File: src/rtl/fifo_rd_ctrl.sv
// fifo_rd_ctrl
// Reads a burst of words from an upstream FIFO and presents them as a
// valid/ready stream through a 2-entry skid buffer.
//
// Ports
//   rd_clk     : clock, all state changes on its rising edge
//   res_n      : asynchronous active-low reset
//   start      : burst request, sampled only while idle
//   burst_len  : words to read, latched when start is accepted
//   empty      : upstream FIFO empty flag
//   underflow  : upstream FIFO underflow flag (sets sticky err)
//   rdata      : upstream FIFO read data, valid one cycle after rd_en
//   rd_en      : upstream FIFO read strobe (combinational)
//   out_data   : stream data (head of the output buffer)
//   out_valid  : stream valid (output buffer non-empty)
//   out_ready  : stream ready from downstream
//   busy       : high in every state except IDLE
//   done       : one-cycle burst-complete pulse
//   rd_count   : words handed downstream in the current burst
//   err        : sticky underflow indication
module fifo_rd_ctrl #(
  parameter int DWIDTH = 8,
  parameter int LEN_W  = 5
) (
  input  logic              rd_clk,
  input  logic              res_n,
  input  logic              start,
  input  logic [LEN_W-1:0]  burst_len,
  input  logic              empty,
  input  logic              underflow,
  input  logic [DWIDTH-1:0] rdata,
  output logic              rd_en,
  output logic [DWIDTH-1:0] out_data,
  output logic              out_valid,
  input  logic              out_ready,
  output logic              busy,
  output logic              done,
  output logic [LEN_W-1:0]  rd_count,
  output logic              err
);

  typedef enum logic [1:0] {
    S_IDLE,
    S_READ,
    S_DRAIN,
    S_DONE
  } state_t;

  state_t              state_q, state_d;
  logic [LEN_W-1:0]    len_q, len_d;
  logic [LEN_W-1:0]    issued_q, issued_d;
  logic [LEN_W-1:0]    rd_count_q, rd_count_d;
  logic                err_q, err_d;
  logic                in_flight_q, in_flight_d;
  logic [1:0]          occ_q, occ_d;
  logic [DWIDTH-1:0]   buf0_q, buf0_d;
  logic [DWIDTH-1:0]   buf1_q, buf1_d;

  logic                pop;
  logic                push;
  logic [1:0]          occ_after_pop;
  logic                rd_en_c;

  always_comb begin
    pop           = (occ_q != 2'd0) & out_ready;
    push          = in_flight_q;
    // Room is judged after this cycle's pop so a full-rate stream
    // (one word in the buffer, one in flight) keeps issuing every cycle.
    occ_after_pop = occ_q - {1'b0, pop};
    rd_en_c       = (state_q == S_READ) & ~empty & (issued_q < len_q) &
                    ((occ_after_pop + {1'b0, in_flight_q}) < 2'd2);

    state_d     = state_q;
    len_d       = len_q;
    issued_d    = issued_q + LEN_W'(rd_en_c);
    rd_count_d  = rd_count_q + LEN_W'(pop);
    err_d       = err_q | underflow;
    in_flight_d = rd_en_c;
    occ_d       = occ_q;
    buf0_d      = buf0_q;
    buf1_d      = buf1_q;

    // Output buffer: buf0 is always the head.
    case ({push, pop})
      2'b10: begin
        if (occ_q == 2'd0) buf0_d = rdata;
        else               buf1_d = rdata;
        occ_d = occ_q + 2'd1;
      end
      2'b01: begin
        buf0_d = buf1_q;
        buf1_d = '0;
        occ_d  = occ_q - 2'd1;
      end
      2'b11: begin
        if (occ_q == 2'd1) begin
          buf0_d = rdata;
        end else begin
          buf0_d = buf1_q;
          buf1_d = rdata;
        end
      end
      default: ;
    endcase

    case (state_q)
      S_IDLE: begin
        if (start) begin
          len_d      = burst_len;
          issued_d   = '0;
          rd_count_d = '0;
          err_d      = underflow;
          state_d    = (burst_len != '0) ? S_READ : S_DONE;
        end
      end
      S_READ: begin
        if (rd_count_d == len_q)     state_d = S_DONE;
        else if (issued_d == len_q)  state_d = S_DRAIN;
      end
      S_DRAIN: begin
        if (rd_count_d == len_q) state_d = S_DONE;
      end
      S_DONE: begin
        state_d = S_IDLE;
      end
      default: state_d = S_IDLE;
    endcase
  end

  always_ff @(posedge rd_clk or negedge res_n) begin
    if (!res_n) begin
      state_q     <= S_IDLE;
      len_q       <= '0;
      issued_q    <= '0;
      rd_count_q  <= '0;
      err_q       <= 1'b0;
      in_flight_q <= 1'b0;
      occ_q       <= '0;
      buf0_q      <= '0;
      buf1_q      <= '0;
    end else begin
      state_q     <= state_d;
      len_q       <= len_d;
      issued_q    <= issued_d;
      rd_count_q  <= rd_count_d;
      err_q       <= err_d;
      in_flight_q <= in_flight_d;
      occ_q       <= occ_d;
      buf0_q      <= buf0_d;
      buf1_q      <= buf1_d;
    end
  end

  assign rd_en     = rd_en_c;
  assign out_data  = buf0_q;
  assign out_valid = (occ_q != 2'd0);
  assign busy      = (state_q != S_IDLE);
  assign done      = (state_q == S_DONE);
  assign rd_count  = rd_count_q;
  assign err       = err_q;

endmodule

File: config.mk
export PLATFORM = sky130hd
export DESIGN_NAME = fifo_rd_ctrl
export DESIGN_NICKNAME = d
export VERILOG_FILES = /design/src/rtl/fifo_rd_ctrl.sv
export SDC_FILE = /design/constraint.sdc
export NUM_CORES = 1
export LEC_CHECK = 0
export CORE_UTILIZATION = 52
export CTS_CLUSTER_DIAMETER = 200
export DETAILED_ROUTE_END_ITERATION = 10
export GPL_ROUTABILITY_DRIVEN = 1
export GPL_TIMING_DRIVEN = 0
export PLACE_DENSITY_LB_ADDON = 0.3
export RECOVER_POWER = 50
export SETUP_SLACK_MARGIN = 0.15
export SYNTH_ARGS = -nofsm -noshare
export SYNTH_HDL_FRONTEND = slang
export SYNTH_SLANG_ARGS = --single-unit
File: constraint.sdc
create_clock -name rd_clk -period 4.4 [get_ports rd_clk]
set_input_delay 0.66 -clock rd_clk [delete_from_list [all_inputs] [get_ports rd_clk]]
set_output_delay 0.66 -clock rd_clk [all_outputs]
set_load 0.02 [all_outputs]
==> impl_metrics.json, run 1 <==
{
  "critPathKind": "input port to flip-flop",
  "wl_um": 4050,
  "hold_depth": 2,
  "start_kind": "input port",
  "finalNonFillerCells": 301,
  "ys_warn_count": 0,
  "grt_overflow_total": 0,
  "synth_nets": 249,
  "numCtsBuffers": 5,
  "status": "complete, but fails checks",
  "viasPerCell": 5.26,
  "syn-instance-count": 210,
  "cts_hold_buffers": 0,
  "antenna_left": 0,
  "fp.dieArea_sq_um": 4260,
  "place_inst": 294,
  "fmax_mhz": 263,
  "io_pins": 37,
  "cts_max_path_buffers": 2,
  "hold_class": "flip-flop to flip-flop",
  "hold_violations": 0,
  "fin_crit_sh_pct": 86.3,
  "drv_slew": 38,
  "drive_above_1_share_pct": 4.35,
  "vias": 1584,
  "grt_max_degree": 38,
  "clock_skew_ns": 0.00256,
  "max_slew_margin_pct": -28.0,
  "synthToLayoutAreaGrowth_pct": 24.1,
  "die_y_um": 65.3,
  "finalSetupViolCount": 0,
  "drc_errors": 0,
  "initial_core_util_pct": 55.6,
  "power_density_nw_per_um2": 662,
  "die_x_um": 65.3,
  "clkSlewWorstSetupHoldPaths_ns": 0.07,
  "synth.distinct_cells": 29,
  "tns_ns": 0,
  "cp_max_fo": 5,
  "fin_crit_ns": 3.80,
  "num_rows": 22,
  "synth-xor-area-share_pct": 11.5,
  "reg2reg_depth": 17,
  "root_buffer": "clkbuf_8",
  "grt_pass1_vias": 1561,
  "peakVddDrop_mv": 0.419,
  "wire_per_inst_um": 13.5,
  "antenna_found_initial": 0,
  "synth-compound-area-share_pct": 11.6,
  "p_leak_nw": 1.23,
  "dp_hpwl_um": 3000,
  "gp_congestion": 0.857,
  "postCtsSetupRepairBufs": 0,
  "synth_top_area_share_pct": 44.5,
  "cp.required_ns": 4.61,
  "cp-endpoint": "state_q[1]",
  "muxShareOfSynthArea_pct": 0.481,
  "synth.area.top_cells": "dfrtp_1 44%, ha_1 12%, xor2_1 5.1%",
  "seq_area_frac_synth_pct": 44.5,
  "seqCellArea_sq_um": 926,
  "crit_arrival_ns": 4.01,
  "htreeDepth": 2,
  "cp-end-kind": "flip-flop",
  "dr.pass1.iters": 4,
  "clock-sinks": 37,
  "insertion_delay_ns": 0.29,
  "syn_avg_cell_area_sq_um": 9.91,
  "startpoint": "out_ready",
  "violations": "max-capacitance violations, max-slew violations",
  "core_area_sq_um": 3740,
  "final_nets": 292,
  "reg2reg_setup_slack_ns": 0.62,
  "synth_adder_area_share_pct": 12.0,
  "ys_seq_elements": 37,
  "synth-simple-area-share_pct": 16.7,
  "yosys.area.top_type": "dfrtp_1",
  "nFillCells": 312,
  "tightest_slew_ns": 1.92,
  "grt_usage_pct": 22.6,
  "drv_cap": 1,
  "grt_pass1_wl_um": 7100,
  "rsz0062_at_grt": "false",
  "antenna_cells": 0,
  "rr_endpoint": "state_q[1]",
  "cts_tree": "yes",
  "post_cts_resized": 0,
  "port-buffer-count": 36,
  "r2r_start": "occ_q[0]",
  "synth_area_sq_um": 2080,
  "multi_input_area_sq_um": 1090,
  "synth_top_family_by_area": "simple AND/OR/NAND/NOR gates",
  "first_iter_violations": 82
}
[critical path, cell delays in order]
cell             delay [ns]
clkdlybuf4s50_1        0.47
nand2_1                0.09
inv_1                  0.17
ha_1                   0.27
nor2_1                 0.12
xnor2_1                0.13
nand3_1                0.09
a21oi_1                0.25
ha_1                   0.24
ha_1                   0.27
xor2_1                 0.16
or4_1                  0.48
nor4_2                 0.24
or3_4                  0.20
mux2i_1                0.17
[worst min-delay path by stage]
stage,start,end
floorplan,res_n,buf1_q[0]
global placement,err,err
detailed placement,out_data[5],out_data[5]
CTS,res_n,issued_q[4]
global route,out_data[3],out_data[3]
finish,out_data[0],out_data[0]
[cell usage after synthesis]
library cell / count
dfrtp_1: 37
nand2_1: 27
ha_1: 20
o21ai_0: 20
inv_1: 13
xor2_1: 12
nor2_1: 10
nand2b_1: 9
xnor2_1: 9
a22oi_1: 8
nor3_1: 6
a21o_1: 5
and2_1: 5
clkbuf_1: 5
nand3_1: 5
a21oi_1: 4
nor2b_1: 2
xnor2_2: 2
a211oi_2: 1
a31oi_1: 1
mux2i_1: 1
nand4_1: 1
nand4b_1: 1
nor4_1: 1
nor4_2: 1
o21ai_1: 1
or3_4: 1
or4_1: 1
xnor3_1: 1
[area by class of cell]
cell class,instances,area share (%)
Sequential cell,37,35.9
Multi-Input combinational cell,155,42.1
Timing Repair Buffer,36,13.7
Buffer,5,0.727
Tap cell,48,2.33
Inverter,13,1.89
Clock buffer,7,3.34
[where the power goes]
| group | total [W] | internal [W] | switching, W |
|---|---|---|---|
| clock | 0.000239 | 0.000124 | 0.000114 |
| sequential | 0.000575 | 0.000472 | 0.000103 |
| combinational | 0.000894 | 0.000422 | 0.000472 |
[cells by family after synthesis]
logic type,Yosys count
simple gates,70
flops,37
mux,1
compound gates,40
buf+inv,18
xor+xnor,24
fa+ha+maj,20
[through the flow]
stage	instance area (sq um)	util, %	setup slack [ns]	hold slack [ns]	power, W
detailed placement	2500	66.7	0.339	0.470	0.00148
finish	2580	69.0	0.603	0.476	0.00171
CTS	2580	69.0	0.586	0.485	0.00172
global placement	2500	66.8	0.412	0.457	0.00145
floorplan	2080	-	0.684	0.364	0.00119
global route	2580	69.0	0.351	0.500	0.00185
[state kept, by name (all words and copies together) (netlist names), 2 cells and up]
| name | flops |
|---|---|
| occ_q | 2 |
| buf1_q | 8 |
| len_q | 5 |
| issued_q | 5 |
| state_q | 2 |
| out_data | 8 |
| rd_count | 5 |
[metal layers]
metal,track usage [%],part of all wire (%),vias up
li1,-,-,793
met1,30.4,47,747
met2,34.0,46,35
met3,6.25,5.1,9
met4,9.78,2.3,0
met5,0,0,-
[cells in the final DEF (no fill, tap or decap), types with 4 or more instances in the layout]
cell and count:
a22oi_1 8, nor3_1 6, nor2_1 10, a21o_1 5, nand3_1 5, nand2b_1 9
clkbuf_1 7, inv_1 13, and2_1 5, xnor2_1 9, ha_1 20, a21oi_1 4
xor2_1 12, nand2_1 27, dfrtp_1 37, clkdlybuf4s50_1 32, o21ai_0 20, clkbuf_8 6
Power figures use the tool's default switching activity.
==> run 2, diff against run 1 <==
--- a/config.mk
+++ b/config.mk
@@ -13,6 +13,7 @@
 export PLACE_DENSITY_LB_ADDON = 0.3
 export RECOVER_POWER = 50
 export SETUP_SLACK_MARGIN = 0.15
+export SLEW_MARGIN = 40
 export SYNTH_ARGS = -nofsm -noshare
 export SYNTH_HDL_FRONTEND = slang
 export SYNTH_SLANG_ARGS = --single-unit
==> impl_metrics.json, run 2 (same netlist as run 1, synthesis figures left out) <==
{
  "critPathKind": "input port to flip-flop",
  "r2r_start": "occ_q[0]",
  "wl_um": 4010,
  "grt_pass1_wl_um": 6990,
  "cpLargestDelayFamily": "simple AND/OR/NAND/NOR gates",
  "rr_endpoint": "state_q[1]",
  "fp.dieArea_sq_um": 4260,
  "peakVddDrop_mv": 0.438,
  "dp_slack_ns": 0.347,
  "numCtsBuffers": 5,
  "drc_errors": 0,
  "internal-power_w": 0.00102,
  "cts_hold_buffers": 0,
  "hold_class": "input port to asynchronous set/reset pin",
  "p_leak_nw": 1.23,
  "final_common_cell": "dfrtp_1",
  "viasPerCell": 5.28,
  "crit_path_max_incr_delay_ns": 0.48,
  "dr.pass1.iters": 4,
  "grt_usage_pct": 22.2,
  "synthToLayoutAreaGrowth_pct": 24.2,
  "tns_ns": 0,
  "hold_violations": 0,
  "place_inst": 295,
  "power_density_nw_per_um2": 658,
  "clock-sinks": 37,
  "vias": 1594,
  "nFillCells": 315,
  "num_rows": 22,
  "clock_skew_ns": 0.00258,
  "grt_pass1_vias": 1550,
  "antenna_found_initial": 0,
  "dp_hpwl_um": 3050,
  "htreeDepth": 2,
  "power_switching_w": 0.000684,
  "insertion_delay_ns": 0.28,
  "drv_slew": 0,
  "initial_core_util_pct": 55.6,
  "cpMaxStageDelayCell": "or4_1",
  "drive_above_1_share_pct": 4.33,
  "p_clk_share_pct": 13.9,
  "antenna_cells": 0,
  "fin_ws_ns": 0.592,
  "cp_cell_sequence": "clkdlybuf4s50_1 -> nand2_1 -> inv_1 -> ha_1 -> nor2_1 -> xnor2_1 -> nand3_1 -> a21oi_1 -> ha_1 -> ha_1 -> xor2_1 -> or4_1 -> nor4_2 -> or3_4 -> mux2i_1",
  "pwr-share-seq_pct": 33.7,
  "cts_max_path_buffers": 2,
  "fin_crit_ns": 3.81,
  "cp-end-kind": "flip-flop",
  "grt_overflow_total": 0,
  "fmax_mhz": 263,
  "final_nets": 293,
  "cp.required_ns": 4.61,
  "reg2reg_setup_slack_ns": 0.61,
  "switching_share_pct": 40.2,
  "core_area_sq_um": 3740,
  "first_iter_violations": 82,
  "post_cts_resized": 0,
  "port-buffer-count": 36,
  "gp_congestion": 0.857,
  "postCtsSetupRepairBufs": 0,
  "wire_per_inst_um": 13.3,
  "finalSetupViolCount": 0,
  "comb_power_share_pct": 52.4,
  "max_slew_margin_pct": 13.1,
  "io_pins": 37,
  "crit_cells": 15,
  "grt_max_degree": 26,
  "die_x_um": 65.3,
  "die_y_um": 65.3,
  "cp_max_fo": 5,
  "seqCellArea_sq_um": 926,
  "crit_arrival_ns": 4.02,
  "most-common-layout-cells": "37 x dfrtp_1, 31 x clkdlybuf4s50_1, 27 x nand2_1",
  "start_kind": "input port",
  "rsz0062_at_grt": "false",
  "fin_crit_sh_pct": 86.5,
  "power_w": 0.00170,
  "cp_num_buf_inv": 2,
  "crit_top_cell": "ha_1",
  "cts_tree": "yes",
  "status": "finished clean",
  "final_util_pct": 69.1,
  "tightest_slew_ns": 1.30,
  "root_buffer": "clkbuf_8",
  "startpoint": "out_ready",
  "drv_cap": 0,
  "multi_input_area_sq_um": 1090,
  "cp-endpoint": "state_q[1]",
  "antenna_left": 0,
  "reg2reg_depth": 17,
  "finalNonFillerCells": 302,
  "clkSlewWorstSetupHoldPaths_ns": 0.07
}
run 2: cell count changes in the layout (fill, tap and decap cells not counted):
cell	change
clkbuf_1	+1
clkdlybuf4s50_1	-1
dlygate4sd3_1	+1
run 2: final cells by class:
type                       instances  share of cell area [%]
buffer                             5                   0.726
clock buffer                       7                    3.34
inverter                          13                    1.89
multi-input combinational        155                    42.1
sequential                        37                    35.8
tap                               48                    2.32
timing repair buffer              37                    13.8
run 2: power groups by stage:
stage | clock network (W) | registers (W) | logic, W
CTS | 0.000241 | 0.000576 | 0.000909
detailed placement | 0 | 0.000582 | 0.000901
floorplan | 0 | 0.000618 | 0.000574
global route | 0.000255 | 0.000594 | 0.00100
global placement | 0 | 0.000575 | 0.000873
finish | 0.000236 | 0.000574 | 0.000892
run 2: worst min path at each step:
stage                   to  slack (ns)  cells past startpoint
3_3_place_gp           err        0.46                      1
3_5_place_dp   out_data[5]        0.47                      2
2_1_floorplan    buf1_q[0]        0.36                      0
4_1_cts        in_flight_q        0.27                      1
6_report          occ_q[0]        0.36                      1
5_1_grt        in_flight_q        0.44                      1
run 2: stage by stage:
stage	cell area [sq um]	hold slack, ns
6_report	2580	0.365
5_1_grt	2580	0.438
4_1_cts	2610	0.270
3_5_place_dp	2520	0.470
3_3_place_gp	2500	0.457
2_1_floorplan	2080	0.364
run 2: per-layer routing:
layer	track usage (%)	vias to the layer above	share of wire, %
li1	-	795	-
met3	6.77	10	5.2
met5	0	-	0
met4	10.3	0	2.4
met2	33.6	45	46
met1	29.1	744	46
==> RTL edit 1, RTL diff (config.mk and constraints of run 1) <==
Re-encode `state_t` (4 states) as Gray code, 2 bits wide.
--- a/src/rtl/fifo_rd_ctrl.sv
+++ b/src/rtl/fifo_rd_ctrl.sv
@@ -41,8 +41,8 @@
 
   typedef enum logic [1:0] {
-    S_IDLE,
-    S_READ,
-    S_DRAIN,
-    S_DONE
+    S_IDLE  = 2'b00,
+    S_READ  = 2'b01,
+    S_DRAIN = 2'b11,
+    S_DONE  = 2'b10
   } state_t;
 
Check against the original RTL: no difference found for any inputs over 10 cycles, from zero or initial values; not proved beyond that.
==> RTL edit 1 against run 1 <==
The run still ends with capacitance limit, slew limit left; count of clock-buffer cells in the layout down 2; synthesized cell count down 9.0%; design area down 4.2%; synthesized area down 7.2%; critical endpoint is now rd_en; power up 3.8%; sequential cell count unchanged; setup slack better by 0.072 ns; routed wire length down 9.2%.
==> RTL edit 1: results (changes against run 1) <==
[outcome]
status=finished, violations left
violations=capacitance limit, slew limit

[setup_path]
worst_ep_arrival_time_ns=3.06  ; -0.95 ns
rrSetupSlack_ns=0.97  ; +0.35 ns
cpMaxStageDelayCell=clkdlybuf4s50_1
critPathCapture=rd_en
cpLargestDelayFamily=buffers and inverters
worst-path-max-fanout=5  ; unchanged
critPathMaxStageDelay_ns=0.68  ; +0.20 ns
cp-startpoint=occ_q[0]

[timing]
fin_worst_skew_ns=0.00518  ; +0.00262 ns
whs_ns=0.480  ; +0.00454 ns
drv_slew=38  ; unchanged
tightest_slew_ns=1.92  ; +0.00216 ns
period_share_pct=84.7  ; -1.6 points

[cells_and_area]
buffer_area_share_pct=15.0  ; +0.59 points
drive_above_1_share_pct=6.38  ; +2.0 points
multi_input_area_share_pct=38.0  ; -4.2 points
clk_share_pct=5.41  ; +2.1 points
area_delta_synth_final_pct=28.1
nNonClkBuffers=40  ; -2.4%
fin_cells=281  ; -6.6%
inverters_excl_clock=12  ; -1
multi_input_area_sq_um=938  ; -14%
multi_input_comb_cells=138  ; -11%
fillers=248  ; -21%

[pwr]
total_power_mw=1.77  ; +3.8%
p_leak_nw=1.15  ; -6.6%
power_frac_comb_pct=47.8  ; -4.6 points
ir_drop_mv=0.458  ; +9.2%
switching_share_pct=37.8  ; -2.5 points
pwr-share-clk_pct=19.3  ; +5.3 points

[synthesis]
synthCells=191  ; -9.0%
synthAdderAreaFrac_pct=9.72  ; -2.3 points
yosysSeqAreaShare_pct=48.0  ; +3.5 points
synthTopCellsByCount=dfrtp_1 (37), nand2_1 (23), o21ai_1 (21)
synthXorXnorAreaFrac_pct=9.92  ; -1.6 points
synth_fp_nets=225  ; -9.6%
synthTopCellsByArea=dfrtp_1 (48%), ha_1 (9.7%), o21ai_1 (5.4%), xor2_1 (5.0%), nand2_1 (4.5%)
muxShareOfSynthArea_pct=0.583  ; +0.10 points
synthDistinctLibCells=28  ; -3.4%
synth_compound_area_share_pct=13.7  ; +2.1 points

[worst_hold_path]
whs_path_depth=1  ; -1
hold_path_end=err
hp-start=err

[placement]
dp_cells=273  ; -7.1%
gp_congestion=0.856  ; -0.11%
hpwl_microns=2690  ; -10%
pre_cts_slack_ns=0.813  ; +0.474 ns
placed_cell_area_sq_mm=0.00234  ; -6.1%

[flow_run]
maxCapViolations=1  ; unchanged

[detailed_routing]
drtIter0Drc=58  ; -29%
vias=1435  ; -9.4%
drt-pass1-iter-count=4  ; unchanged
routedWlPerCell_microns=13.1  ; -2.8%

[global_route]
grt_pass1_wl_microns=6530  ; -8.0%
grt_usage_pct=21.8  ; -0.83 points

[clocking]
clock_path_buffers=2  ; unchanged

RTL edit 1: changes by cell type in the layout (fill, tap and decap cells not counted), moves of 3 or more:
| cell | delta |
|---|---|
| clkbuf_1 | -4 |
| o21ai_1 | +18 |
| nor3_1 | -4 |
| ha_1 | -5 |
| o21ai_0 | -18 |
| nand2_1 | -3 |
RTL edit 1: cells by family (layout without fill, tap and decap cells):
family	count (synthesis)	in the layout
XOR/XNOR	21	21
adder cells (fa/ha/maj)	15	15
AND/OR/NAND/NOR	60	60
AO/OA/AOI/OAI	41	41
multiplexers	1	1
buffers and inverters	16	60
flip-flops	37	37
RTL edit 1: routing by layer:
layer | track usage [%] | vias up | share of wire (%)
met2 | 36.7 | 35 | 51
li1 | - | 728 | -
met3 | 5.66 | 6 | 3.8
met5 | 0 | - | 0
met4 | 6.98 | 0 | 1.4
met1 | 27.1 | 666 | 44
==> RTL edit 2, RTL diff (settings of run 1) <==
Without the edit above. Set the parameter `DWIDTH` to 10 (it was 8).
--- a/src/rtl/fifo_rd_ctrl.sv
+++ b/src/rtl/fifo_rd_ctrl.sv
@@ -20,5 +20,5 @@
 //   err        : sticky underflow indication
 module fifo_rd_ctrl #(
-  parameter int DWIDTH = 8,
+  parameter int DWIDTH = 10,
   parameter int LEN_W  = 5
 ) (
Ports: changed (resized out_data and rdata); port bits go from 37 to 41. The function was not compared with the original's and may differ.
==> RTL edit 2 against run 1 <==
The flow still finishes with violations (capacitance limit, slew limit); design area up 9.0%; synthesized area up 7.5%; via count up 6.3%; synthesized cell count up 6.7%; setup slack better by 0.22 ns; sequential cell count up 4; critical path type is now in2out; maximum frequency up 6.0%; non-clock buffer count up 8; clock power up 33%; first-iteration DRC count down 4.9%; routed wire length up 5.7%; power up 14%.
==> RTL edit 2: results (changes against run 1) <==
[pwr]
p_seq_share_pct=33.2  ; -0.5 points
comb-power_mw=0.979  ; +9.5%
p_int_mw=1.19  ; +17%
ir_drop_mv=0.403  ; -3.9%
p_leak_nw=1.33  ; +8.1%

[global_route]
grt_usage_pct=22.1  ; -0.50 points
grt_max_degree=41  ; +7.9%

[detailed_routing]
wl_microns=4280  ; +5.7%
drtIter0Drc=78  ; -4.9%
routedWlPerCell_microns=13.3  ; -1.5%
vias=1683  ; +6.3%

[outcome]
status=finished, violations left
violations=capacitance limit, slew limit

[timing]
tightest_slew_ns=2.15  ; +0.227 ns
whs_ns=0.121  ; -0.355 ns
fin_worst_skew_ns=0.00277  ; +0.000214 ns
fmaxAchievable_mhz=279  ; +6.0%
drv_slew=41  ; +7.9%

[setup_path]
worst_ep_arrival_time_ns=2.92  ; -1.09 ns
cpMaxStageDelayCell=clkdlybuf4s50_1
r2r-end=state_q[0]
rrSetupSlack_ns=0.88  ; +0.26 ns
cpLargestDelayFamily=buffers and inverters

[cells_and_area]
finalNetCount=313  ; +7.2%

[worst_hold_path]
hold_class=in2async

[placement]
numPortBuffers=40  ; +11%
placed_cell_area_sq_mm=0.00272  ; +8.8%
pre_cts_slack_ns=0.555  ; +0.216 ns
dp_cells=315  ; +7.1%
hpwl_microns=3080  ; +2.6%

[flow_run]
maxCapViolations=1  ; unchanged

[synthesis]
synthTopCellsByCount=dfrtp_1 (41), nand2_1 (32), o21ai_0 (24)
synthTopCellsByArea=dfrtp_1 (46%), ha_1 (11%), o21ai_0 (5.4%), nand2_1 (5.4%), xor2_1 (3.9%)
synth_fp_nets=265  ; +6.4%

[RTL edit 2: cell types whose count changed after synthesis, sizes merged, moves of 2 or more]
cell	delta
nand2	+5
o21ai	+5
dfrtp	+4
nor3	-4
a22oi	+2
clkbuf	+2
nand2b	+2
nor2b	-2
xor2	-2
[RTL edit 2: area by class of cell]
class	count	area (sq um)
timing repair buffer	41	398
clock buffer	7	86.3
tap	50	62.6
fill	318	1240
clock inverter	1	30.0
inverter	14	52.6
sequential	41	1030
multi-input combinational	161	1130
buffer	8	30.0
[RTL edit 2: cell families after synthesis]
family                   share of synthesized area, %
AO/OA/AOI/OAI                                    13.3
XOR/XNOR                                         10.2
adder cells (fa/ha/maj)                          11.2
buffers and inverters                            3.69
flip-flops                                       45.9
multiplexers                                     1.12
AND/OR/NAND/NOR                                  14.7
[RTL edit 2: layer usage]
layer  wire (microns)  GRT usage (%)
met1             2050           28.5
met2             1980           34.9
met3              169           5.74
met4               83           9.31
met5                0              0
